===== src/rtl/seq_det_pkg.sv =====
// Shared defaults and width helper for the sequence pattern detector.
package seq_det_pkg;

    localparam int DEFAULT_DATA_W  = 4;
    localparam int DEFAULT_SEQ_LEN = 4;

    // Width needed to hold a fill count in the range 0..seq_len.
    function automatic int fill_w(input int seq_len);
        return $clog2(seq_len + 1);
    endfunction

    localparam int DEFAULT_FILL_W = fill_w(DEFAULT_SEQ_LEN);

endpackage


===== src/rtl/sym_window.sv =====
// DATA_W x (SEQ_LEN-1) symbol history with a saturating fill counter.
module sym_window
    import seq_det_pkg::*;
#(
    parameter int DATA_W  = DEFAULT_DATA_W,
    parameter int SEQ_LEN = DEFAULT_SEQ_LEN,
    parameter int FILL_W  = fill_w(SEQ_LEN)
) (
    input  logic                          clk,
    input  logic                          reset,
    input  logic                          shift,
    input  logic                          flush,
    input  logic [DATA_W-1:0]             data_in,
    output logic [(SEQ_LEN-1)*DATA_W-1:0] window,
    output logic [FILL_W-1:0]             fill
);

    localparam int WIN_W = (SEQ_LEN - 1) * DATA_W;
    localparam logic [FILL_W-1:0] FILL_MAX = FILL_W'(SEQ_LEN);

    logic [WIN_W-1:0] win_next;

    generate
        if (SEQ_LEN > 2) begin : g_shift
            assign win_next = {window[WIN_W-DATA_W-1:0], data_in};
        end else begin : g_single
            assign win_next = data_in;
        end
    endgenerate

    // Flush only zeroes fill; stale window contents are masked by fill.
    always_ff @(posedge clk or negedge reset) begin
        if (!reset) begin
            window <= '0;
            fill   <= '0;
        end else begin
            if (shift) begin
                window <= win_next;
            end
            if (flush) begin
                fill <= '0;
            end else if (shift && (fill != FILL_MAX)) begin
                fill <= fill + FILL_W'(1);
            end
        end
    end

endmodule


===== src/rtl/seq_pattern_detector.sv =====
// Flags when the last SEQ_LEN accepted symbols equal a programmable pattern.
// Detector state (EMPTY / FILLING / FULL) is encoded directly by fill.
module seq_pattern_detector
    import seq_det_pkg::*;
#(
    parameter int DATA_W  = DEFAULT_DATA_W,
    parameter int SEQ_LEN = DEFAULT_SEQ_LEN,
    parameter bit OVERLAP = 1'b1,
    parameter int TIMEOUT = 0,
    parameter int CNT_W   = 8
) (
    input  logic                        clk,
    input  logic                        reset,
    input  logic                        enable,
    input  logic [DATA_W-1:0]           data_in,
    input  logic [SEQ_LEN*DATA_W-1:0]   pattern,
    input  logic                        clear,
    output logic                        match_pulse,
    output logic                        timeout_pulse,
    output logic [fill_w(SEQ_LEN)-1:0]  fill,
    output logic [CNT_W-1:0]            match_count
);

    localparam int FILL_W = fill_w(SEQ_LEN);
    localparam int TO_W   = (TIMEOUT > 0) ? $clog2(TIMEOUT + 1) : 1;
    localparam logic [TO_W-1:0]   TO_LAST   = TO_W'((TIMEOUT > 0) ? TIMEOUT - 1 : 0);
    localparam logic [TO_W-1:0]   TO_MAX    = TO_W'(TIMEOUT);
    localparam logic [FILL_W-1:0] FILL_PRE  = FILL_W'(SEQ_LEN - 1);

    logic [(SEQ_LEN-1)*DATA_W-1:0] window;
    logic [TO_W-1:0]               idle_cnt;
    logic                          accept;
    logic                          match;
    logic                          expire;
    logic                          flush;

    // Input handshake: a symbol is taken on any rising edge with enable=1 and
    // clear=0; there is no back-pressure, so the producer never waits.
    always_comb begin
        accept = enable && !clear;
        match  = accept && (fill >= FILL_PRE) && ({window, data_in} == pattern);
        expire = (TIMEOUT > 0) && !enable && !clear &&
                 (idle_cnt == TO_LAST) && (fill != '0);
        flush  = clear || expire || (match && !OVERLAP);
    end

    sym_window #(
        .DATA_W  (DATA_W),
        .SEQ_LEN (SEQ_LEN),
        .FILL_W  (FILL_W)
    ) u_window (
        .clk     (clk),
        .reset   (reset),
        .shift   (accept),
        .flush   (flush),
        .data_in (data_in),
        .window  (window),
        .fill    (fill)
    );

    // Idle counter parks at TIMEOUT while history is empty so no pulse repeats.
    always_ff @(posedge clk or negedge reset) begin
        if (!reset) begin
            idle_cnt <= '0;
        end else if (clear || enable) begin
            idle_cnt <= '0;
        end else if (TIMEOUT > 0) begin
            if (expire) begin
                idle_cnt <= '0;
            end else if (idle_cnt != TO_MAX) begin
                idle_cnt <= idle_cnt + TO_W'(1);
            end
        end
    end

    always_ff @(posedge clk or negedge reset) begin
        if (!reset) begin
            match_pulse   <= 1'b0;
            timeout_pulse <= 1'b0;
            match_count   <= '0;
        end else begin
            match_pulse   <= match;
            timeout_pulse <= expire;
            if (clear) begin
                match_count <= '0;
            end else if (match && (match_count != '1)) begin
                match_count <= match_count + CNT_W'(1);
            end
        end
    end

endmodule


===== config.mk =====
export PLATFORM = sky130hd
export DESIGN_NAME = seq_pattern_detector
export DESIGN_NICKNAME = d
export VERILOG_FILES = /design/src/rtl/seq_det_pkg.sv /design/src/rtl/sym_window.sv /design/src/rtl/seq_pattern_detector.sv
export SDC_FILE = /design/constraint.sdc
export NUM_CORES = 1
export LEC_CHECK = 0
export BUFFER_PORTS_ARGS = -buffer_cell sky130_fd_sc_hd__buf_2
export CELL_PAD_IN_SITES_DETAIL_PLACEMENT = 0
export CELL_PAD_IN_SITES_GLOBAL_PLACEMENT = 1
export CORE_ASPECT_RATIO = 1.5
export CORE_MARGIN = 8
export CORE_UTILIZATION = 41
export CTS_BUF_LIST = sky130_fd_sc_hd__clkbuf_8
export CTS_CLUSTER_SIZE = 40
export DETAILED_ROUTE_END_ITERATION = 16
export GPL_TIMING_DRIVEN = 0
export HOLD_SLACK_MARGIN = 0.03
export PLACE_DENSITY_LB_ADDON = 0.05
export SETUP_SLACK_MARGIN = 0.5
export SYNTH_ARGS = -nofsm -noshare
export SYNTH_HDL_FRONTEND = slang
export SYNTH_HIERARCHICAL = 1
export SYNTH_SLANG_ARGS = --single-unit

===== constraint.sdc =====
create_clock -name clk -period 3.1 [get_ports clk]
set_clock_uncertainty 0.1 [all_clocks]
set_input_delay 0.465 -clock clk [delete_from_list [all_inputs] [get_ports clk]]
set_output_delay 0.465 -clock clk [all_outputs]
set_load 0.02 [all_outputs]

==> qor.txt <==
outcome = finished, final reports clean
initial antenna violation count = 0
WL final = 3.08 mm
cell depth of the worst flop-to-flop path = 6
# rows = 25
Final Max Slew Viols = 0
first-pass GRT wire length = 5.14 mm
crit end category = register
Post-synth EDFFs = 0
Hold Path Class = in2async
max-cap check violation count = 0
worst-path fanout max = 7
via count = 1095
post-synthesis cell count = 127
Tmin final = 2460 ps
Die Ht = 86.7 microns
dominant synthesized flop cell = dfrtp_1
Lkg Pwr = 0.776 nW
worst setup margin = 638 ps
clk sinks = 24
1st-iter DRT viols = 26
reg2reg start = u_window/window[8]$_DFFE_PN0P_
vias in the first global route = 1174
Syn Std Cell Area = 0.00137 sq mm
Final period util = 79.4%
Unique masters post-synth = 33
Via density = 5.32
Max IR drop VDD = 0.291 mV
Syn Area/Cell = 10.7 sq um
reg2reg setup slack = 640 ps
die area = 0.00547 sq mm
Initial Util = 43.2%
fmax = 406 MHz
maximum buffer depth of the clock tree = 2
Reg-to-Reg End = match_count[3]$_DFFE_PN0P_
hold buffer count at CTS = 0
Critical Path Start = u_window/window[8]$_DFFE_PN0P_
Placeable Area = 0.00316 sq mm
final net count = 194
DRC violations left = 0
Post-synth ARST share = 100%
drt wl/cell = 14.9 microns
GRT Total Usage = 11.5%
WS Path Type = reg2reg
PortBufs = 35
area delta synth->final = 23.4%
CTS buffer count = 3
Die X = 63.1 microns
CTS clk-pin slew, worst paths = 90 ps
routability cong. = 0.731
HPWL Detailed = 2.41 mm
ant diodes = 0
CTS H-Tree Depth = 1
slew margin rel. = 56.3%
RSZ-0062 raised after global routing = no
startpoint class of the critical path = register
setup TNS = 0 ps
post-synthesis register bit count = 24
I/O pin total = 37
register area share after synthesis = 44.0%
GR Overflow Total = 0
Clock Latency Late Sink = 270 ps
Syn Nets = 154
Final Hold Fails = 0
Yosys warning count = 6
Worst EP required = 3160 ps
root buffer cell = clkbuf_8
Setup crit end = match_count[3]$_DFFE_PN0P_
Power Density = 475 mW/mm^2
slew of the pin with the lowest slew margin = 650 ps
Setup-failing EPs final = 0
pin count of the biggest net entering global routing = 25
CTS tree = yes
WP data arrival = 2520 ps
Pre-Repair DR Iteration Count = 4
antenna-violating nets left = 0
share of cells above drive strength 1 = 38.0%
dpl ws = 358 ps
[critical path: stages (launching register included)]
cell	delay, ps
dfrtp_1	390
xor2_1	140
or4_1	480
or4_1	420
buf_2	190
nor4b_2	290
mux2_1	340
[cell usage after synthesis (all sizes together), types with 2 or more instances]
cell type / instances / area (sq um)
a31oi: 2 / 12.5
mux2: 17 / 191
nor4b: 2 / 17.5
nor2: 9 / 33.8
nor3: 4 / 20.0
buf: 3 / 20.0
nand2b: 3 / 18.8
and3: 3 / 18.8
inv: 4 / 15.0
nand2: 5 / 18.8
or4: 4 / 30.0
ha: 3 / 37.5
a21oi: 3 / 15.0
nor2b: 5 / 31.3
a211oi: 2 / 15.0
xor2: 10 / 87.6
dfrtp: 24 / 601
nand3: 3 / 15.0
xnor2: 6 / 52.6
nor4: 4 / 25.0
[stage by stage]
stage	std cells	area (sq um)	hold slack (ps)	power, mW	util [%]
after detailed placement	202	1590	390	0.532	50.3
after global routing	206	1680	122	0.839	53.3
after global placement	202	1590	384	0.526	50.3
after CTS	206	1660	91.8	0.812	52.6
final	206	1680	73.2	0.799	53.3
after floorplan	127	1370	69.4	0.481	-
[cells in the final DEF, fill, tap and decap left out, drive strengths merged, types with 5 or more instances in the layout]
master / instances
xor2: 10
nand2: 5
nor2: 9
dfrtp: 24
buf: 38
nor2b: 5
xnor2: 6
mux2: 17
[cell families (layout without fill, tap and decap cells)]
| logic type | count (synthesis) | in the layout | share of synthesized area, % |
|---|---|---|---|
| simple gates | 46 | 46 | 19.2 |
| xor+xnor | 16 | 16 | 10.3 |
| mux | 18 | 18 | 14.8 |
| buf+inv | 8 | 47 | 2.84 |
| fa+ha+maj | 3 | 3 | 2.75 |
| compound gates | 11 | 11 | 5.96 |
| flops | 24 | 24 | 44.0 |
| other cells | 1 | 1 | 0.275 |
[sequential cells by signal (all words and copies together) (netlist names)]
signal and count:
match_count 8, match_pulse 1, u_window/fill 3, u_window/window 12
[worst min path at each step]
stage	startpoint	to	slack (ps)	depth (start not counted)
after floorplan	reset	match_count[0]$_DFFE_PN0P_	70	0
after global placement	reset	match_count[0]$_DFFE_PN0P_	380	1
after detailed placement	reset	match_count[1]$_DFFE_PN0P_	390	1
after CTS	reset	match_count[5]$_DFFE_PN0P_	90	1
after global routing	reset	u_window/window[0]$_DFFE_PN0P_	120	1
final	reset	u_window/window[4]$_DFFE_PN0P_	70	1
[per-layer routing]
| layer | GRT usage [%] | vias up | share of wire [%] |
|---|---|---|---|
| met5 | 0 | - | 0 |
| met4 | 5.00 | 0 | 1.6 |
| met3 | 3.35 | 5 | 5.7 |
| met2 | 20.5 | 27 | 53 |
| met1 | 12.2 | 528 | 40 |
| li1 | - | 535 | - |
[layout make-up]
| class | instances | area (sq um) |
|---|---|---|
| fillers | 313 | 1480 |
| multi-input cells | 95 | 744 |
| flip-flops and latches | 24 | 604 |
| repair buffers | 35 | 175 |
| well taps | 40 | 50.0 |
| clock buffers | 3 | 41.3 |
| clock inverters | 1 | 30.0 |
| plain buffers | 4 | 23.8 |
| inverters | 4 | 15.0 |
[report_power, final]
group	internal [mW]	switching (mW)
clock network	0.173	0.104
logic	0.0765	0.0630
registers	0.353	0.0307
[timing repair]
| item | 4_1_cts | 5_1_grt |
|---|---|---|
| endpoints found under the setup margin | 0 | 4 |
| setup buffers | 0 | 0 |
| gates resized for setup | 0 | 6 |
| hold endpoints to repair | 0 | 0 |
Note: power is estimated with default switching activity, not from simulation.
